$ cat src/rtl/dual_ff_hs_tx.sv
// Purpose : transmit side of a 4-phase req/ack CDC handshake with per-phase timeout.
// Latency : accept -> tx_req next edge; ack_s rise -> tx_req low next edge; ack_s fall -> done next edge.
// Backpr. : send_ready low outside IDLE or while the synchronized ack is still high; no queuing.
//
// Ports:
//   d_clk        clock (sole clock of the block)
//   d_rst_n      asynchronous active-low reset
//   send_valid   local request to transfer send_data
//   send_data    word to transfer, captured when send_valid & send_ready
//   send_ready   block can accept a word this cycle (combinational)
//   tx_req       registered request level towards the far domain
//   tx_data      captured word, held stable through REQ and REL and afterwards
//   rx_ack       far-domain acknowledge, asynchronous to d_clk
//   done         one-cycle pulse on normal completion
//   timeout_err  sticky flag, set when a phase runs out of time
//   err_clr      synchronous clear of timeout_err (a simultaneous set wins)

module dual_ff_hs_tx #(
  parameter int DATA_W      = 8,
  parameter int SYNC_STAGES = 2,   // must be >= 2
  parameter int TIMEOUT     = 16   // cycles per phase, 0 disables the timeout
) (
  input  logic              d_clk,
  input  logic              d_rst_n,
  input  logic              send_valid,
  input  logic [DATA_W-1:0] send_data,
  output logic              send_ready,
  output logic              tx_req,
  output logic [DATA_W-1:0] tx_data,
  input  logic              rx_ack,
  output logic              done,
  output logic              timeout_err,
  input  logic              err_clr
);

  // Counter is wide enough to hold TIMEOUT; one bit when the timeout is off.
  localparam int CNT_W     = (TIMEOUT < 1) ? 1 : $clog2(TIMEOUT + 1);
  localparam int TO_LAST_I = (TIMEOUT < 1) ? 0 : TIMEOUT - 1;
  localparam logic [CNT_W-1:0] TO_LAST = CNT_W'(TO_LAST_I);
  localparam bit   TO_EN   = (TIMEOUT != 0);

  localparam logic [1:0] ST_IDLE = 2'd0;
  localparam logic [1:0] ST_REQ  = 2'd1;
  localparam logic [1:0] ST_REL  = 2'd2;

  logic [SYNC_STAGES-1:0] ack_sync;
  logic                   ack_s;

  logic [1:0]       state_q;
  logic [1:0]       state_nxt;
  logic [CNT_W-1:0] cnt_q;
  logic [CNT_W-1:0] cnt_nxt;
  logic             req_nxt;
  logic             data_ld;
  logic             done_nxt;
  logic             to_fire;
  logic             cnt_expired;

  // ---------------------------------------------------------------------------
  // Ack synchronizer. rx_ack goes straight into the first flop; nothing else
  // looks at it, so the only metastability exposure is inside this chain.
  // ---------------------------------------------------------------------------
  always_ff @(posedge d_clk or negedge d_rst_n) begin
    if (!d_rst_n) begin
      ack_sync <= '0;
    end else begin
      ack_sync <= {ack_sync[SYNC_STAGES-2:0], rx_ack};
    end
  end

  assign ack_s = ack_sync[SYNC_STAGES-1];

  // A stale ack from the previous transfer (or a spurious one) must be gone
  // before a new request is raised, otherwise REQ would complete instantly.
  assign send_ready = (state_q == ST_IDLE) && !ack_s;

  // The phase budget is spent when the counter reaches its last value while
  // the awaited ack edge still has not arrived.
  assign cnt_expired = TO_EN && (cnt_q == TO_LAST);

  // ---------------------------------------------------------------------------
  // Next-state logic
  // ---------------------------------------------------------------------------
  always_comb begin
    state_nxt = state_q;
    req_nxt   = tx_req;
    data_ld   = 1'b0;
    done_nxt  = 1'b0;
    to_fire   = 1'b0;

    case (state_q)
      ST_IDLE: begin
        // A valid that is not ready is dropped, not remembered.
        if (send_valid && send_ready) begin
          state_nxt = ST_REQ;
          req_nxt   = 1'b1;
          data_ld   = 1'b1;
        end
      end

      ST_REQ: begin
        if (ack_s) begin
          state_nxt = ST_REL;
          req_nxt   = 1'b0;
        end else if (cnt_expired) begin
          // Abort: drop the request without ever having seen the ack.
          state_nxt = ST_IDLE;
          req_nxt   = 1'b0;
          to_fire   = 1'b1;
        end
      end

      ST_REL: begin
        if (!ack_s) begin
          state_nxt = ST_IDLE;
          done_nxt  = 1'b1;
        end else if (cnt_expired) begin
          // Ack stuck high; send_ready stays low in IDLE until it clears.
          state_nxt = ST_IDLE;
          to_fire   = 1'b1;
        end
      end

      default: begin
        state_nxt = ST_IDLE;
        req_nxt   = 1'b0;
      end
    endcase
  end

  // Phase counter: restarts on every state change, runs only inside a phase.
  always_comb begin
    cnt_nxt = '0;
    if (state_nxt == state_q && state_q != ST_IDLE && TO_EN) begin
      cnt_nxt = cnt_q + CNT_W'(1);
    end
  end

  // ---------------------------------------------------------------------------
  // State registers
  // ---------------------------------------------------------------------------
  always_ff @(posedge d_clk or negedge d_rst_n) begin
    if (!d_rst_n) begin
      state_q <= ST_IDLE;
      cnt_q   <= '0;
      tx_req  <= 1'b0;
      done    <= 1'b0;
    end else begin
      state_q <= state_nxt;
      cnt_q   <= cnt_nxt;
      tx_req  <= req_nxt;
      done    <= done_nxt;
    end
  end

  // tx_data only moves on accept, so the far side can sample it any time
  // during the handshake and it remains readable after completion.
  always_ff @(posedge d_clk or negedge d_rst_n) begin
    if (!d_rst_n) begin
      tx_data <= '0;
    end else if (data_ld) begin
      tx_data <= send_data;
    end
  end

  // Sticky error: a new timeout beats a clear in the same cycle so that no
  // error event can be lost.
  always_ff @(posedge d_clk or negedge d_rst_n) begin
    if (!d_rst_n) begin
      timeout_err <= 1'b0;
    end else if (to_fire) begin
      timeout_err <= 1'b1;
    end else if (err_clr) begin
      timeout_err <= 1'b0;
    end
  end

endmodule
$ cat config.mk
export PLATFORM = sky130hd
export DESIGN_NAME = dual_ff_hs_tx
export DESIGN_NICKNAME = d
export VERILOG_FILES = /design/src/rtl/dual_ff_hs_tx.sv
export SDC_FILE = /design/constraint.sdc
export NUM_CORES = 1
export LEC_CHECK = 0
export ABC_AREA = 1
export CORE_MARGIN = 2
export CORE_UTILIZATION = 42
export CTS_CLUSTER_DIAMETER = 200
export DETAILED_ROUTE_END_ITERATION = 7
export PLACE_DENSITY = 0.77
export SLEW_MARGIN = 0
export SYNTH_ARGS = -nofsm -noshare
export SYNTH_HDL_FRONTEND = slang
export SYNTH_SLANG_ARGS = --single-unit
$ cat constraint.sdc
create_clock -name d_clk -period 1.6 [get_ports d_clk]
set_input_delay 0.24 -clock d_clk [delete_from_list [all_inputs] [get_ports d_clk]]
set_output_delay 0.24 -clock d_clk [all_outputs]
set_load 0.01 [all_outputs]
==> summary.md, run 1 <==
| Metric | Value |
|---|---|
| Drt total wl | 1831 um |
| CORE AREA | 2022 um^2 |
| WHS | 276.2 ps |
| Fmax | 616.4 MHz |
| R2r startpoint | cnt_q[0] |
| Root buffer cell | clkbuf_4 |
| Clock Sinks | 20 |
| Synth top area cells | dfrtp_1, mux2_2, ha_1, inv_1, nand2_1 |
| CTS buffer count | 3 |
| Setup violations, final | 4 |
| Seq cells post-synth | 20 |
| Via count of the routed design | 710 |
| Slack of the worst reg-to-reg path | -20 ps |
| Setup WS post-layout | -22.32 ps |
| Vias in the first global route | 721 |
| Leakage | 0.6646 nW |
| Slowest-stage cell, CP | dfrtp_1 |
| Gr usage total | 16.11% |
| Die width | 50.95 um |
| Synth area leader | dfrtp_1 |
| Slew @ Worst Pin | 255.9 ps |
| CP Max Fanout | 5 |
| Rows | 16 |
| End point of the critical path | cnt_q[2] |
| Cell repeated most along the worst path | nand2_1 |
| Synth top area share | 54.05% |
| I/O Pins | 25 |
| Layout cell share with drive strength beyond 1 | 36.64% |
| Most common cell after layout, fill and taps aside | clkdlybuf4s50_1 |
| Filler cells | 152 |
| Die ar. | 2596 um^2 |
| CTS Buffer Depth | 2 |
| DRC viols | 0 |
| Period utilisation layout | 101.4% |
| Net Count, Synth | 108 |
| Slew headroom | 82.94% |
| Util after Layout | 67.82% |
| Synthesis Warnings | 0 |
| Max Cap Viol | 0 |
| Multi-input logic area | 402.9 um^2 |
| Worst path arrival time | 1800 ps |
| HP Class | in2async |
| Max Slew Vio Count | 0 |
| CP top delay family | simple AND/OR/NAND/NOR gates |
| Power density cells | 1524 nW/um^2 |
| Remaining Overflow, GRT | 0 |
| Reg area | 500.5 um^2 |
| Initial DRC count | 2 |
| Worst vdd ir | 988.0 uV |
| Initial Util | 45.79% |
| Remaining antenna violation count | 0 |
| Syn avg cell area | 10.40 um^2 |
| Worst skew pair latency | 280 ps |
| CTS tree | yes |
| Syn Inst Count | 89 |
| Fin Clk Skew | 2.057 ps |
| Number of diodes | 0 |
| Synth-to-Final Area Change | 48.11% |
| Antenna violations before repair | 0 |
| Crit path launch type | flop |
| HPWL Detailed | 1321 um |
| Seq/Total Area, Yosys | 54.05% |
| Endpoint class of the critical path | flop |
| Violated checks | negative setup slack |
| Minimum clock period | 1622 ps |
| RSZ-0062 raised after global routing | true |
| Critical Path Stages | 11 |
| R2R Path End | cnt_q[2] |
| Most frequent cells in the layout | clkdlybuf4s50_1, dfrtp_1, buf_4 |
| Vert. Die Dim | 50.95 um |
| Worst-path clk slew | 100 ps |
| Port-buffer cells | 24 |
| First-pass GRT wire length | 3105 um |
| Status | complete, but fails checks |
| Largest stage delay on the critical path | 400 ps |
| Mapped Area | 925.9 um^2 |
| DR pass1 iterations | 4 |
| Cts hold-fix bufs | 0 |
| Worst r2r path cells | 11 |
| WL/cell | 11.59 um |
| Final hold violation count | 0 |
| Max H-tree Level | 1 |
| WP buf/inv | 0 |
| Worst setup path class | reg2reg |
| Cell breakdown of the critical path | ha_2, and3_4, ha_4, nor2_2, nand2_1, nand3_2, nand2_2, nand2_1, nand2_1, nand2_2, nor2_1 |
| GPL Wtd Cong | 0.8419 |
| Cell variety after synth | 18 |
| Largest net degree at the start of global routing | 21 |
| Layout net count | 152 |
| Via density | 4.494 |
| Crit path launch | cnt_q[0] |
| Req. time, crit path | 1780 ps |
==> worst register-to-register path, cell delays in order, from the launching register on <==
cell	delay, ps
dfrtp_1	400
ha_2	190
and3_4	180
ha_4	170
nor2_2	70
nand2_1	60
nand3_2	70
nand2_2	60
nand2_1	50
nand2_1	50
nand2_2	140
nor2_1	60
==> cell type report <==
type                            instances  share of cell area (%)
Sequential cell                        20                   36.50
Timing Repair Buffer                   40                   25.91
Clock buffer                            3                   1.642
Multi-Input combinational cell         53                   29.38
Tap cell                               27                   2.463
Inverter                               15                   4.106
==> per-layer routing <==
layer | global-route usage, % | part of all wire, % | up-vias
li1 | - | - | 361
met1 | 19.35 | 43 | 334
met2 | 28.35 | 53 | 13
met3 | 1.754 | 2.6 | 2
met4 | 8.108 | 1.3 | 0
met5 | 0 | 0 | -
==> flip-flops by register name, indices dropped and copies added (netlist names) <==
| name | cells |
|---|---|
| ack_sync | 2 |
| tx_req | 1 |
| timeout_err | 1 |
| state_q | 2 |
| done | 1 |
| tx_data | 8 |
| cnt_q | 5 |
==> power breakdown <==
group	internal, mW	switching, mW	total (mW)	leakage, nW
combinational	0.620	0.512	1.13	0.398
clock	0.0874	0.131	0.218	0.0138
sequential	0.663	0.0768	0.740	0.253
total	1.37	0.720	2.09	0.665
==> how the worst min path moves through the flow <==
stage	to	slack, ps
floorplan	ack_sync[0]	-60
CTS	tx_data[3]	270
finish	tx_data[5]	280
detailed placement	ack_sync[1]	330
global route	done	280
global placement	ack_sync[1]	330
==> kinds of logic after synthesis <==
logic type / share of synthesized area [%]
flops: 54.05
compound gates: 2.432
fa+ha+maj: 8.108
xor+xnor: 1.892
simple gates: 16.49
buf+inv: 7.297
mux: 9.730
==> repair_timing <==
item                                   in CTS  in global routing
endpoints found under the hold margin       0                  0
resized for setup                           7                  9
setup endpoints to repair                   6                 16
buffers inserted                            3                  2
pin swaps                                  10                  5
==> through the flow <==
stage	setup WS [ps]	setup TNS (ps)	cells	total power [mW]	area, um^2
final	-22.32	-40.76	158	2.090	1371
after global routing	-110.3	-482.9	158	2.258	1371
after CTS	-26.75	-68.78	156	2.068	1344
after detailed placement	-82.40	-374.0	150	1.792	1274
after global placement	-35.07	-136.3	150	1.758	1274
after floorplan	17.91	0	89	1.279	928.4
==> synthesized netlist by cell type, drive strengths merged <==
master and number:
dfrtp 20, nand2 17, inv 15, nor2 10
mux2 8, ha 6, nand3 5, a21oi 1
and3 1, buf 1, nor3 1, o21ai 1
o32ai 1, xnor2 1, xor2 1
(Power assumes the default switching activity.)
==> run 2, diff against run 1 <==
--- a/config.mk
+++ b/config.mk
@@ -11,6 +11,7 @@
 export CTS_CLUSTER_DIAMETER = 200
 export DETAILED_ROUTE_END_ITERATION = 7
 export PLACE_DENSITY = 0.77
+export SETUP_SLACK_MARGIN = 0.2
 export SLEW_MARGIN = 0
 export SYNTH_ARGS = -nofsm -noshare
 export SYNTH_HDL_FRONTEND = slang
==> summary.md, run 2 (synthesized netlist as in run 1, its figures left out) <==
| Metric | Value |
|---|---|
| Status | complete, but fails checks (unchanged) |
| Violated checks | negative setup slack (unchanged) |
| Total Power | 2.234 mW (was 2.090 mW) |
| Port-buffer cells | 24 (unchanged) |
| CTS tree | yes (unchanged) |
| R2r startpoint | cnt_q[1] (was cnt_q[0]) |
| Rows | 16 (unchanged) |
| Critical Path Stages | 11 (unchanged) |
| Power density cells | 1590 nW/um^2 (was 1524 nW/um^2) |
| Period utilisation layout | 102.4% (was 101.4%) |
| Largest reg by FF count | tx_data (unchanged) |
| Req. time, crit path | 1800 ps (was 1780 ps) |
| HPWL Detailed | 1270 um (was 1321 um) |
| Most frequent cells in the layout | dfrtp_1, clkdlybuf4s50_1, buf_4 (was clkdlybuf4s50_1, dfrtp_1, buf_4) |
| Largest net degree at the start of global routing | 21 (unchanged) |
| Slack of the worst reg-to-reg path | -40 ps (was -20 ps) |
| Max Slew Vio Count | 0 (unchanged) |
| Crit path launch type | flop (unchanged) |
| GPL Wtd Cong | 0.8585 (was 0.8419) |
| WP buf/inv | 0 (unchanged) |
| Minimum clock period | 1639 ps (was 1622 ps) |
| Number of diodes | 0 (unchanged) |
| Logic gate share of total power | 49.0% (was 54.2%) |
| Final hold violation count | 0 (unchanged) |
| Crit path launch | cnt_q[1] (was cnt_q[0]) |
| Cell breakdown of the critical path | ha_2, and3_4, ha_4, nor2_2, nand2_1, nand3_2, nand2_2, nand2_1, nand2_1, nand2_2, nor2_1 (unchanged) |
| Regs by FF count | tx_data: 8 flops, cnt_q: 5 flops (unchanged) |
| I/O Pins | 25 (unchanged) |
| End point of the critical path | cnt_q[4] (was cnt_q[2]) |
| Util after Layout | 69.49% (was 67.82%) |
| Slew @ Worst Pin | 256.9 ps (was 255.9 ps) |
| Worst-path clk slew | 110 ps (was 100 ps) |
| Root buffer cell | clkbuf_4 (unchanged) |
| Slowest-stage cell, CP | dfrtp_1 (unchanged) |
| Remaining antenna violation count | 0 (unchanged) |
| Layout cell share with drive strength beyond 1 | 40.77% (was 36.64%) |
| Worst r2r path cells | 11 (unchanged) |
| Fmax | 610.1 MHz (was 616.4 MHz) |
| Cell repeated most along the worst path | nand2_1 (unchanged) |
| DRC viols | 0 (unchanged) |
| Die width | 50.95 um (unchanged) |
| Gr usage total | 14.98% (was 16.11%) |
| WL/cell | 11.54 um (was 11.59 um) |
| CP top delay family | simple AND/OR/NAND/NOR gates (unchanged) |
| Placed cells | 145 (was 150) |
| Worst path arrival time | 1840 ps (was 1800 ps) |
| Filler cells | 160 (was 152) |
| CORE AREA | 2022 um^2 (unchanged) |
| Power share of the clock group | 18.2% (was 10.4%) |
| Sw frac | 33.69% (was 34.45%) |
| Setup WS post-layout | -38.96 ps (was -22.32 ps) |
| Max Cap Viol | 0 (unchanged) |
| Leakage | 0.6950 nW (was 0.6646 nW) |
| Worst setup path class | reg2reg (unchanged) |
| Die ar. | 2596 um^2 (unchanged) |
| RSZ-0062 raised after global routing | true (unchanged) |
| HP Class | in2async (unchanged) |
| Max reg flops | 8 (unchanged) |
| CTS Buffer Depth | 2 (unchanged) |
| First-pass GRT wire length | 2856 um (was 3105 um) |
| Non-filler cells, final | 157 (was 158) |
| Initial DRC count | 4 (was 2) |
| Place WS | -57.70 ps (was -82.40 ps) |
| Via count of the routed design | 726 (was 710) |
| Endpoint class of the critical path | flop (unchanged) |
| Synth-to-Final Area Change | 51.76% (was 48.11%) |
| Via density | 4.624 (was 4.494) |
| Clock Sinks | 20 (unchanged) |
| Max H-tree Level | 1 (unchanged) |
| Worst vdd ir | 937.6 uV (was 988.0 uV) |
| Worst skew pair latency | 300 ps (was 280 ps) |
| R2R Path End | cnt_q[4] (was cnt_q[2]) |
| Drt total wl | 1812 um (was 1831 um) |
| Remaining Overflow, GRT | 0 (unchanged) |
| Switching power | 0.7525 mW (was 0.7200 mW) |
| Slew headroom | 82.88% (was 82.94%) |
| Most common cell after layout, fill and taps aside | dfrtp_1 (was clkdlybuf4s50_1) |
| Largest stage delay on the critical path | 400 ps (about the same) |
| CP Max Fanout | 5 (unchanged) |
| Layout net count | 150 (was 152) |
| Fin Clk Skew | 4.563 ps (was 2.057 ps) |
| Setup violations, final | 5 (was 4) |
| Vert. Die Dim | 50.95 um (unchanged) |
| Cts hold-fix bufs | 0 (unchanged) |
| Vias in the first global route | 702 (was 721) |
| DR pass1 iterations | 4 (unchanged) |
| Internal power | 1.481 mW (was 1.370 mW) |
| Seq pwr share | 32.8% (was 35.4%) |
| Initial Util | 45.79% (unchanged) |
| Antenna violations before repair | 0 (unchanged) |
| CTS buffer count | 3 (unchanged) |
-- run 2: worst min-delay path by stage --
stage	start	endpoint	cells past startpoint
finish	d_rst_n	timeout_err	2
global route	d_rst_n	tx_req	2
CTS	d_rst_n	tx_req	2
detailed placement	ack_sync[0]	ack_sync[1]	0
global placement	ack_sync[0]	ack_sync[1]	0
floorplan	d_rst_n	ack_sync[0]	0
-- run 2: final cells by class --
| cell class | instances | area, um^2 | area share (%) |
|---|---|---|---|
| clock buffers | 3 | 22.52 | 1.603 |
| flip-flops and latches | 20 | 500.5 | 35.62 |
| repair buffers | 38 | 334.1 | 23.78 |
| inverters | 15 | 56.30 | 4.007 |
| well taps | 27 | 33.78 | 2.404 |
| multi-input cells | 53 | 427.9 | 30.45 |
| clock inverters | 1 | 30.03 | 2.137 |
-- run 2: through the flow --
stage | TNS [ps] | area [um^2] | hold WS, ps
floorplan | 0 | 958.4 | -55.59
global placement | 0 | 1266 | 333.3
detailed placement | -248.3 | 1266 | 338.1
CTS | -1.117 | 1355 | 268.9
global route | -595.4 | 1405 | 283.0
finish | -175.5 | 1405 | 270.0
-- run 2: power by group through the flow --
stage                     Clock (mW)  Sequential, mW  Combinational [mW]
after detailed placement           0           0.749                1.02
after CTS                      0.416           0.734                1.02
after global placement             0           0.743               0.990
after global routing           0.439           0.757                1.20
after floorplan                    0           0.819               0.499
final                          0.406           0.733                1.09
-- run 2: repair_timing --
| item | 4_1_cts | 5_1_grt |
|---|---|---|
| resized for setup | 23 | 9 |
| buffers inserted | 5 | 3 |
| setup endpoints to repair | 18 | 17 |
| pin swaps | 11 | 8 |
| endpoints found under the hold margin | 0 | 0 |
-- run 2: per-layer routing --
layer / track usage [%] / wire, um / vias up
met2: 25.76 / 941 / 14
met1: 17.08 / 778 / 346
met3: 3.509 / 57 / 4
li1: - / - / 362
met5: 0 / 0 / -
met4: 8.108 / 35 / 0
